**src/rtl/axis_arb_mux.sv**
```systemverilog
// Packet-aware N-to-1 AXI-Stream mux with round-robin arbitration and a registered output stage.
// Define AXIS_ARB_MUX_PRIORITY_EN for fixed-priority arbitration (lowest index wins).
module axis_arb_mux #(
  parameter  int WIDTH = 4,
  parameter  int N     = 4,
  localparam int GW    = $clog2(N)
) (
  input  logic                 clk,
  input  logic                 rst_n,
  input  logic [N*WIDTH-1:0]   s_data,
  input  logic [N-1:0]         s_valid,
  input  logic [N-1:0]         s_last,
  output logic [N-1:0]         s_ready,
  output logic [WIDTH-1:0]     m_data,
  output logic                 m_valid,
  output logic                 m_last,
  input  logic                 m_ready,
  output logic [GW-1:0]        grant,
  output logic                 busy
);

  typedef enum logic {IDLE, LOCK} state_t;

  localparam logic [GW:0] NUM = (GW+1)'(N);

  state_t            state_reg, state_next;
  logic [GW-1:0]     grant_reg, grant_next;
  logic [WIDTH-1:0]  m_data_reg;
  logic              m_valid_reg, m_last_reg;
  logic              sel_ready, take, found;
  logic [GW-1:0]     pick;
  logic [GW:0]       cand;
`ifndef AXIS_ARB_MUX_PRIORITY_EN
  logic [GW-1:0]     ptr_reg, ptr_next;
`endif

  // The granted channel may accept a beat whenever the output register is free or draining.
  assign sel_ready = !m_valid_reg || m_ready;
  assign take      = (state_reg == LOCK) && s_valid[grant_reg] && sel_ready;

  always_comb begin
    s_ready = '0;
    if (state_reg == LOCK) s_ready[grant_reg] = sel_ready;
  end

  // Search for the first valid channel, wrapping modulo N from the starting index.
  always_comb begin
    found = 1'b0;
    pick  = '0;
    cand  = '0;
    for (int k = 0; k < N; k++) begin
`ifdef AXIS_ARB_MUX_PRIORITY_EN
      cand = (GW+1)'(k);
`else
      cand = (GW+1)'(ptr_reg) + (GW+1)'(k) + (GW+1)'(1);
`endif
      if (cand >= NUM) cand = cand - NUM;
      if (!found && s_valid[cand[GW-1:0]]) begin
        found = 1'b1;
        pick  = cand[GW-1:0];
      end
    end
  end

  always_comb begin
    state_next = state_reg;
    grant_next = grant_reg;
`ifndef AXIS_ARB_MUX_PRIORITY_EN
    ptr_next   = ptr_reg;
`endif
    case (state_reg)
      IDLE: begin
        if (found) begin
          grant_next = pick;
          state_next = LOCK;
        end
      end
      LOCK: begin
        if (take && s_last[grant_reg]) begin
          state_next = IDLE;
`ifndef AXIS_ARB_MUX_PRIORITY_EN
          ptr_next   = grant_reg;
`endif
        end
      end
      default: state_next = IDLE;
    endcase
  end

  always_ff @(posedge clk or negedge rst_n) begin
    if (!rst_n) begin
      state_reg <= IDLE;
      grant_reg <= '0;
`ifndef AXIS_ARB_MUX_PRIORITY_EN
      ptr_reg   <= GW'(N-1);
`endif
    end else begin
      state_reg <= state_next;
      grant_reg <= grant_next;
`ifndef AXIS_ARB_MUX_PRIORITY_EN
      ptr_reg   <= ptr_next;
`endif
    end
  end

  always_ff @(posedge clk or negedge rst_n) begin
    if (!rst_n) begin
      m_data_reg  <= '0;
      m_last_reg  <= 1'b0;
      m_valid_reg <= 1'b0;
    end else if (take) begin
      m_data_reg  <= s_data[grant_reg*WIDTH +: WIDTH];
      m_last_reg  <= s_last[grant_reg];
      m_valid_reg <= 1'b1;
    end else if (m_valid_reg && m_ready) begin
      m_valid_reg <= 1'b0;
    end
  end

  assign m_data  = m_data_reg;
  assign m_valid = m_valid_reg;
  assign m_last  = m_last_reg;
  assign grant   = grant_reg;
  assign busy    = (state_reg == LOCK);

endmodule
```
**config.mk**
```make
export PLATFORM = sky130hd
export DESIGN_NAME = axis_arb_mux
export DESIGN_NICKNAME = d
export VERILOG_FILES = /design/src/rtl/axis_arb_mux.sv
export SDC_FILE = /design/constraint.sdc
export NUM_CORES = 1
export LEC_CHECK = 0
export ABC_AREA = 1
export CAP_MARGIN = 20
export CORE_ASPECT_RATIO = 1.5
export CORE_UTILIZATION = 36
export CTS_CLUSTER_DIAMETER = 60
export DETAILED_ROUTE_END_ITERATION = 6
export GPL_TIMING_DRIVEN = 0
export PLACE_DENSITY = 0.73
export SLEW_MARGIN = 20
export SYNTH_ARGS = -nofsm -noshare
export SYNTH_HDL_FRONTEND = slang
export SYNTH_SLANG_ARGS = --single-unit
```
**constraint.sdc**
```tcl
create_clock -name clk -period 1.6 [get_ports clk]
set_clock_uncertainty 0.15 [all_clocks]
set_input_delay 0.32 -clock clk [delete_from_list [all_inputs] [get_ports clk]]
set_output_delay 0.32 -clock clk [all_outputs]
set_load 0.02 [all_outputs]
```
[After elaboration in Yosys (flattened, before gate mapping)]
Cells that the tools add are included.
Storage, ports and cells
  word-level logic and storage cells: 77
  flip-flop bits (word level): 11
  input port bits: 27
  output and inout bits: 13
Operators by class
  reduce and logical (&&, ||, !) cells: 16
  muxes and demuxes: 32
  magnitude comparators: 10
  shift operators: 1
  $add $sub $neg: 10
  bitwise gates (word level): 2
Operator list (count)
  $mux W2: 8
  $shiftx A16 B5 Y4: 1
  $lt A2 B3 Y1 const B: 5
  $mux W1: 15
  $bmux W1 S2: 6
  $ge A3 B3 Y1 const B: 4
  $add A3 B1 Y3 const B: 3
  $logic_and A1 B1 Y1: 8
  $sub A2 B1 Y2 const B: 4
  $add A2 B2 Y3 const B: 2
  $and A4 B4 Y4: 1
  $logic_not A1 Y1: 4
  $mux W4: 1
  $reduce_and A2 Y1: 2
  $add A2 B1 Y3 const B: 1
  $demux W1 S2: 1
  $ge A2 B1 Y1 const B: 1
  $pmux W1 S2: 1
  $reduce_bool A2 Y1: 1
  $logic_or A1 B1 Y1: 1
  $not A1 Y1: 1

[Depth between registers and ports, before layout]
Gate-level depths: netlist of run 1.
  depth after elaboration: 17
  gate-level depth with buffers: 12
  gate-level depth less buffers: 11

[Least setup slack after synthesis of run 1]
OpenSTA, ideal clock, no wires.
  kind: reg2reg
  from: reg ptr_reg[0]
  to: reg grant_reg[0], in the netlist grant[0]
  stages on the path, launching flop included: 13
  period minus slack after synthesis: 1692 ps
  data arrival time: 1425 ps
  required time: 1333 ps
  setup time: 117 ps
  path slack: -92 ps
  buffers on the path: 1
  path through: dfstp_2 -> buf_4 -> inv_2 -> nand2_1 -> nand2_1 -> nand2_1 -> nand2_1 -> nor2_2 -> nand3_1 -> nand2_1 -> inv_1 -> nand3_1 -> nand2_1
Between the ends
  longest elaborated chain between the ends: 16
  elaborated cells between the ends (all ways): 41
  classes of those cells: add/sub: 10; order compare: 4; mux: 20; reduce/logical: 7
RTL lines
  from (decl): line 34  | logic [GW-1:0] ptr_reg, ptr_next;
  from (signal assigned): line 95  | ptr_reg <= GW'(N-1);
  from (signal assigned): line 101  | ptr_reg <= ptr_next;
  parallel branches: the longest is 16 deep, another holds $add A2 B1 Y3
  to (signal assigned): line 99  | grant_reg <= grant_next;
  to (decl): line 27  | logic [GW-1:0] grant_reg, grant_next;
Several ways; the timed one is not identified. The select of a mux whose other input is x is not followed.
A chain may end at the register's enable or synchronous reset.

[Worst setup path in the final report of run 1]
  from: reg ptr_reg[0]
  to: reg grant_reg[1], in the netlist grant[1]
Same word-level chain as after synthesis.

==> results of run 1 <==
## repair_timing
item	CTS	global route
cloned	1	0
resized for setup	64	29
setup buffers	12	5
setup endpoints to repair	24	17
pin swaps	10	15
## placed cells by master (no fill, tap or decap), drive strengths merged
cell,n
o21ai,7
nand2,51
nand3,9
a21oi,11
clkbuf,6
clkdlybuf4s50,25
buf,25
o21bai,1
nor3,3
dfrtp,9
nor2,10
inv,13
a22oi,7
dlygate4sd2,7
dfstp,2
## power by group
part           leakage [µW]  switching [µW]  total (µW)  internal, µW
Clock             0.0000150            90.0         186          96.5
Combinational      0.000601            1350        2430          1080
Sequential         0.000123             170         604           434
Total              0.000739            1610        3220          1610
## final timing paths
| path | start | endpoint | slack (ns) | cells after the start |
|---|---|---|---|---|
| setup / recovery | ptr_reg[0] | grant[1] | -0.14 | 12 |
| hold / removal | rst_n | m_data[3] | 0.23 | 1 |
| setup reg to reg | ptr_reg[0] | grant[1] | -0.14 | 12 |
| hold reg to reg | m_data[0] | m_data[0] | 0.36 | 2 |
| max in group asynchronous | rst_n | grant[1] | 0.71 | 1 |
| min in group clk | m_ready | m_valid | 0.28 | 2 |
## area by class of cell
| cell class | instances | share of cell area [%] |
|---|---|---|
| timing repair buffer | 57 | 32.4 |
| tap | 22 | 1.74 |
| inverter | 13 | 3.87 |
| clock buffer | 4 | 1.66 |
| sequential | 11 | 17.7 |
| buffer | 2 | 1.42 |
| multi-input combinational | 99 | 41.2 |
## logic make-up after synthesis
| family | after synthesis |
|---|---|
| and+or+nand+nor | 73 |
| AOI/OAI and AO/OA | 26 |
| buffers and inverters | 15 |
| DFF | 11 |
## routing by layer
layer,GRT usage [%],wire (µm),up-vias
met5,0,0,-
met4,2.38,8,0
met3,7.81,159,2
met2,45.3,1590,38
met1,24.2,1030,481
li1,-,-,531
## through the flow
step                      TNS (ns)  power, µW
after global routing         -1.64       3460
final                       -0.545       3220
after global placement       -6.85       2280
after detailed placement     -7.28       2320
after CTS                   -0.342       2910
after floorplan             -0.343       1730
==> results.ini, run 1 <==
[critical_path]
worst_setup_path_start_kind=flop
critical-path-max-stage-delay_ns=0.53
worst_path_slowest_cell=sky130_fd_sc_hd__dfstp_2
critical_path.cell_chain=buf_6 > inv_8 > nand2_2 > nand2_2 > nand2_2 > nand2_2 > nor2_4 > nand3_2 > nand2_2 > inv_2 > nand2_1 > nand2_1
critPathKind=flop to flop
crit_family=simple AND/OR/NAND/NOR gates
cp_max_fo=8
critical_path_buf_inv_count=3
worst-endpoint-arrival_ns=1.75
timing.critical_path.to_type=flop
critical_path.most_common_cell=sky130_fd_sc_hd__nand2_2
cp.required_ns=1.61

[layout]
area_growth_syn_to_layout_pct=94.6
final-instance-count-excl-fill=208
largest_register_ffs=4
n_antenna_cell=0
drive_gt1_share_pct=43.0
finalInstanceArea_um2=1580
finish.utilization_pct=76.2
seqCellArea_um2=280
final_net_count=214
fillerInstances=167
multiInputGateArea_um2=652

[global_route]
grt_start_max_net_pins=12
grt_pass1_vias=1024
grt_usage_pct=23.9
gr-total-overflow=0
grt_antenna_before_repair=0
grt_pass1_wl_mm=4.10

[logic_synthesis]
synth-adder-area-share_pct=0
most_frequently_used_cell_type_in_the_post_synthesis_netlist=sky130_fd_sc_hd__nand2_1
post_synth_most_frequent_cells=sky130_fd_sc_hd__nand2_1 (50), sky130_fd_sc_hd__dfrtp_1 (9), sky130_fd_sc_hd__inv_1 (9), sky130_fd_sc_hd__nand3_1 (9)
synth_nets=152
synth-compound-area-share_pct=20.8
synth_ff_type=sky130_fd_sc_hd__dfrtp_1
synth_simple_gate_area_share_pct=36.8
synth_enable_flop_cells=0
postSynth.asyncResetShare_pct=100
yosys.area.top_type_share_pct=27.7
synth_top_family_by_area=simple AND/OR/NAND/NOR gates
synth-xor-area-share_pct=0
synth.mux.area_fraction_pct=0
mean_instance_size_in_the_synthesized_netlist_um2=6.51
synth_cells=125
ys.warnings.count=0
synth_cell_types=18
synth_area_leaders=sky130_fd_sc_hd__dfrtp_1 (28%), sky130_fd_sc_hd__nand2_1 (23%), sky130_fd_sc_hd__a22oi_1 (6.5%)
synth-seq-area-share_pct=34.2
netlist.top_cell.by_area=sky130_fd_sc_hd__dfrtp_1
syn_area_um2=813
yosys_register_bits=11

[die]
floorplan.die_area_um2=2460
die_y_um=60.2
io_pins=40
initial_core_util_pct=39.2
rows=20
core_region_area_um2=2080
die_width_um=40.8

[timing]
hold_viol_final=0
fmax_ghz=0.574
hold_slack_ns=0.232
timing.max_slew.rel_slack_pct=67.3
grt_setup_unrepaired=true
fin_crit_ns=1.74
max_slew.worst_pin.slew_ns=0.488
setup_viol_count_final=12
report.final.slew_viol_count=0
postLayoutSetupSlackWorst_ns=-0.141
finalCritPeriodShare_pct=109

[detailed_routing]
drt_first_pass_iters=4
remaining_drc_errors=0
detailroute.via_count=1052
drt-initial-drc-count=8
detail-route-antenna-nets=0
via_per_inst=5.06
wl_per_cell_um=13.4
route.final.wire_length_mm=2.79

[cts]
numClockSinks=11
later_pin_clock_latency_in_the_skew_report_ns=0.26
cts_inserted_buffers=3
holdBufCountCts=0
tritoncts_clock_tree=built
h-tree-depth=1
clock_path_buffers=2
clk_root_buffer_cell=sky130_fd_sc_hd__clkbuf_4
path_clk_slew_ns=0.07

[pwr]
vdd_drop_max_uv=1280
power.static_leakage_uw=0.000739
p_per_area_nw_per_um2=2040

[flow_run]
max_cap_violations=0

[place]
place.port_buffers=39
detailed_place.area_um2=1260
place_ws_ns=-0.818
post-dp-hpwl_mm=1.80
placed_cells=186
finalWeightedCongestion=0.718

[status]
outcome=finished, violations left
failed_checks=negative setup slack

[hold_path]
hold_class=primary input to asynchronous set/reset pin

Note: power is estimated with default switching activity, not from simulation.
==> run 2: changes to the inputs <==
CORE_ASPECT_RATIO = not set   (was 1.5)
==> run 2 against run 1 <==
  * The flow still finishes with violations (negative setup slack)
  * Cell area decreased by 2.6%
  * Critical path depth decreased by 8
  * Wire length shrank 1.1%
  * Register-to-register slack better by 0.02 ns
  * Via count down 1.3%
  * Largest cell class unchanged
  * Total power down 3.2%
  * Global-route usage fell by 1.7 points
  * Critical endpoint is now s_ready[2]
  * Sequential cell count unchanged
  * Clock power up 4%
  * Sequential power is 4.8% higher
  * First-iteration DRC count increased by 63%
==> results.ini, run 2 (synthesis gave the netlist of run 1 again) <==
[pwr]
power.static_leakage_uw=0.000722  ; -2.4%
power.sequential.fraction_pct=20.3  ; +1.5 points
p_per_area_nw_per_um2=2020  ; -0.59%
netSwitchingPower_uw=1620  ; +0.31%
share_of_total_power_consumed_by_net_switching_pct=51.8  ; +1.8 points
clock_share_of_power_pct=6.2  ; +0.4 points
vdd_drop_max_uv=1320  ; +3.3%
comb_power_share_pct=73.5  ; -2.0 points
p_int_uw=1500  ; -6.7%

[place]
finalWeightedCongestion=0.782  ; +8.9%
place.port_buffers=39  ; unchanged
post-dp-hpwl_mm=1.76  ; -2.0%
detailed_place.area_um2=1260  ; +0.50%
placed_cells=191  ; +2.7%

[critical_path]
cp-startpoint=m_valid
cp_max_fo=5  ; -3
critPathKind=flop to primary output
critical-path-max-stage-delay_ns=0.41  ; -0.12 ns
worst-endpoint-arrival_ns=1.26  ; -0.49 ns
reg2reg_to=grant[0]
regToRegSetupSlack_ns=-0.12  ; +0.02 ns
timing.critical_path.to_type=primary output
reg2reg_from=ptr_reg[0]
critical_path.cell_chain=inv_2 > o21ai_4 > nor3_2 > buf_4
cp.required_ns=1.13  ; -0.48 ns
worst-r2r-cell-count=12  ; unchanged
worst_path_slowest_cell=sky130_fd_sc_hd__dfrtp_1
worst_setup_path_start_kind=flop

[detailed_routing]
wl_per_cell_um=13.3  ; -0.60%
remaining_drc_errors=0  ; unchanged
detail-route-antenna-nets=0  ; unchanged
drt-initial-drc-count=13  ; +5
via_per_inst=5.01  ; -0.85%
drt_first_pass_iters=4  ; unchanged
route.final.wire_length_mm=2.76  ; -1.1%
detailroute.via_count=1038  ; -1.3%

[timing]
setup_viol_count_final=14  ; +2
max_slew.worst_pin.slew_ns=0.514  ; +0.0253 ns
grt_setup_unrepaired=true
fmax_ghz=0.579  ; +0.81%
fin_crit_ns=1.73  ; -0.0139 ns
finalCritPeriodShare_pct=108  ; -0.87 points
report.final.slew_viol_count=0  ; unchanged
hold_viol_final=0  ; unchanged
timing.max_slew.rel_slack_pct=65.6  ; -1.7 points
postLayoutSetupSlackWorst_ns=-0.127  ; +0.0139 ns

[cts]
numClockSinks=11  ; unchanged
later_pin_clock_latency_in_the_skew_report_ns=0.27  ; about the same
path_clk_slew_ns=0.07  ; about the same
cts_inserted_buffers=3  ; unchanged
clock_path_buffers=2  ; unchanged
h-tree-depth=1  ; unchanged
clk_root_buffer_cell=sky130_fd_sc_hd__clkbuf_4
tritoncts_clock_tree=built

[die]
die_width_um=49.5  ; +21%
rows=16  ; -20%
floorplan.die_area_um2=2450  ; -0.16%
die_y_um=49.5  ; -18%
initial_core_util_pct=39.8  ; +0.67 points
core_region_area_um2=2040  ; -1.7%
io_pins=40  ; unchanged

[global_route]
grt_usage_pct=22.2  ; -1.7 points
grt_antenna_before_repair=0  ; unchanged
grt_pass1_wl_mm=4.17  ; +1.7%
grt_pass1_vias=989  ; -3.4%
grt_start_max_net_pins=12  ; unchanged
gr-total-overflow=0  ; unchanged

[status]
outcome=finished, violations left
failed_checks=negative setup slack

[layout]
area_growth_syn_to_layout_pct=89.5
final-instance-count-excl-fill=207  ; -0.48%
fillerInstances=176  ; +5.4%
n_antenna_cell=0  ; unchanged
final_net_count=208  ; -2.8%
layout.cells.most_common=sky130_fd_sc_hd__nand2_1
drive_gt1_share_pct=40.6  ; -2.5 points
commonest_cells_after_routing_fill_and_taps_aside=sky130_fd_sc_hd__nand2_1 (32), sky130_fd_sc_hd__clkdlybuf4s50_1 (25), sky130_fd_sc_hd__nand2_4 (13), sky130_fd_sc_hd__buf_4 (13), sky130_fd_sc_hd__dlygate4sd2_1 (8)
finalInstanceArea_um2=1540  ; -2.6%
largest_register_ffs=4  ; unchanged

[flow_run]
max_cap_violations=0  ; unchanged

[hold_path]
hold_class=primary input to asynchronous set/reset pin

## run 2: cell type report
class	count	area [µm²]	share of cell area, %
flip-flops and latches	11	280	18.2
multi-input cells	99	659	42.8
plain buffers	2	22.5	1.46
inverters	13	63.8	4.14
repair buffers	51	455	29.5
clock buffers	4	26.3	1.70
well taps	27	33.8	2.19
## run 2: worst max-delay path: cells and delay by family (launching register included)
family                 cells  cell delay [ns]
AOI/OAI and AO/OA          1             0.09
buffers and inverters      2             0.27
DFF                        1             0.41
and+or+nand+nor            1             0.22
## run 2: power groups by stage
stage	sequential [µW]	combinational (µW)	clock (µW)
floorplan	685	1040	0
global placement	570	1710	0
detailed placement	576	1740	0
CTS	598	1910	193
global route	648	2480	212
finish	633	2290	193
## run 2: worst max path at each step
stage	to	slack (ns)	depth (start not counted)
3_3_place_gp	s_ready[0]	-0.79	4
5_1_grt	grant[0]	-0.21	12
6_report	s_ready[2]	-0.13	4
2_1_floorplan	s_ready[0]	-0.07	2
3_5_place_dp	s_ready[1]	-0.80	4
4_1_cts	grant[0]	-0.08	12
## run 2: per-stage QoR
step                utilization (%)  hold slack [ns]  setup WS, ns  setup TNS, ns  total power [µW]
finish                         75.5            0.235        -0.127         -0.868              3120
global route                   75.5            0.274        -0.206          -1.95              3340
CTS                            68.1            0.254       -0.0814         -0.402              2700
detailed placement             61.9            0.360        -0.800          -7.02              2310
global placement               61.9            0.360        -0.794          -6.77              2280
floorplan                         -           -0.126       -0.0711         -0.343              1730
## run 2: what timing repair did
action,4_1_cts,5_1_grt
cloned,1,0
setup buffers,5,6
pin swaps,8,16
gates resized for setup,56,34
hold buffers,0,0
endpoints found under the setup margin,24,17
## run 2: per-layer routing
metal / vias up / share of wire [%] / global-route usage [%]
met2: 34 / 54 / 42.3
li1: 520 / - / -
met1: 484 / 39 / 24.3
met5: - / 0 / 0
met4: 0 / 0 / 1.43
met3: 0 / 6.7 / 7.41
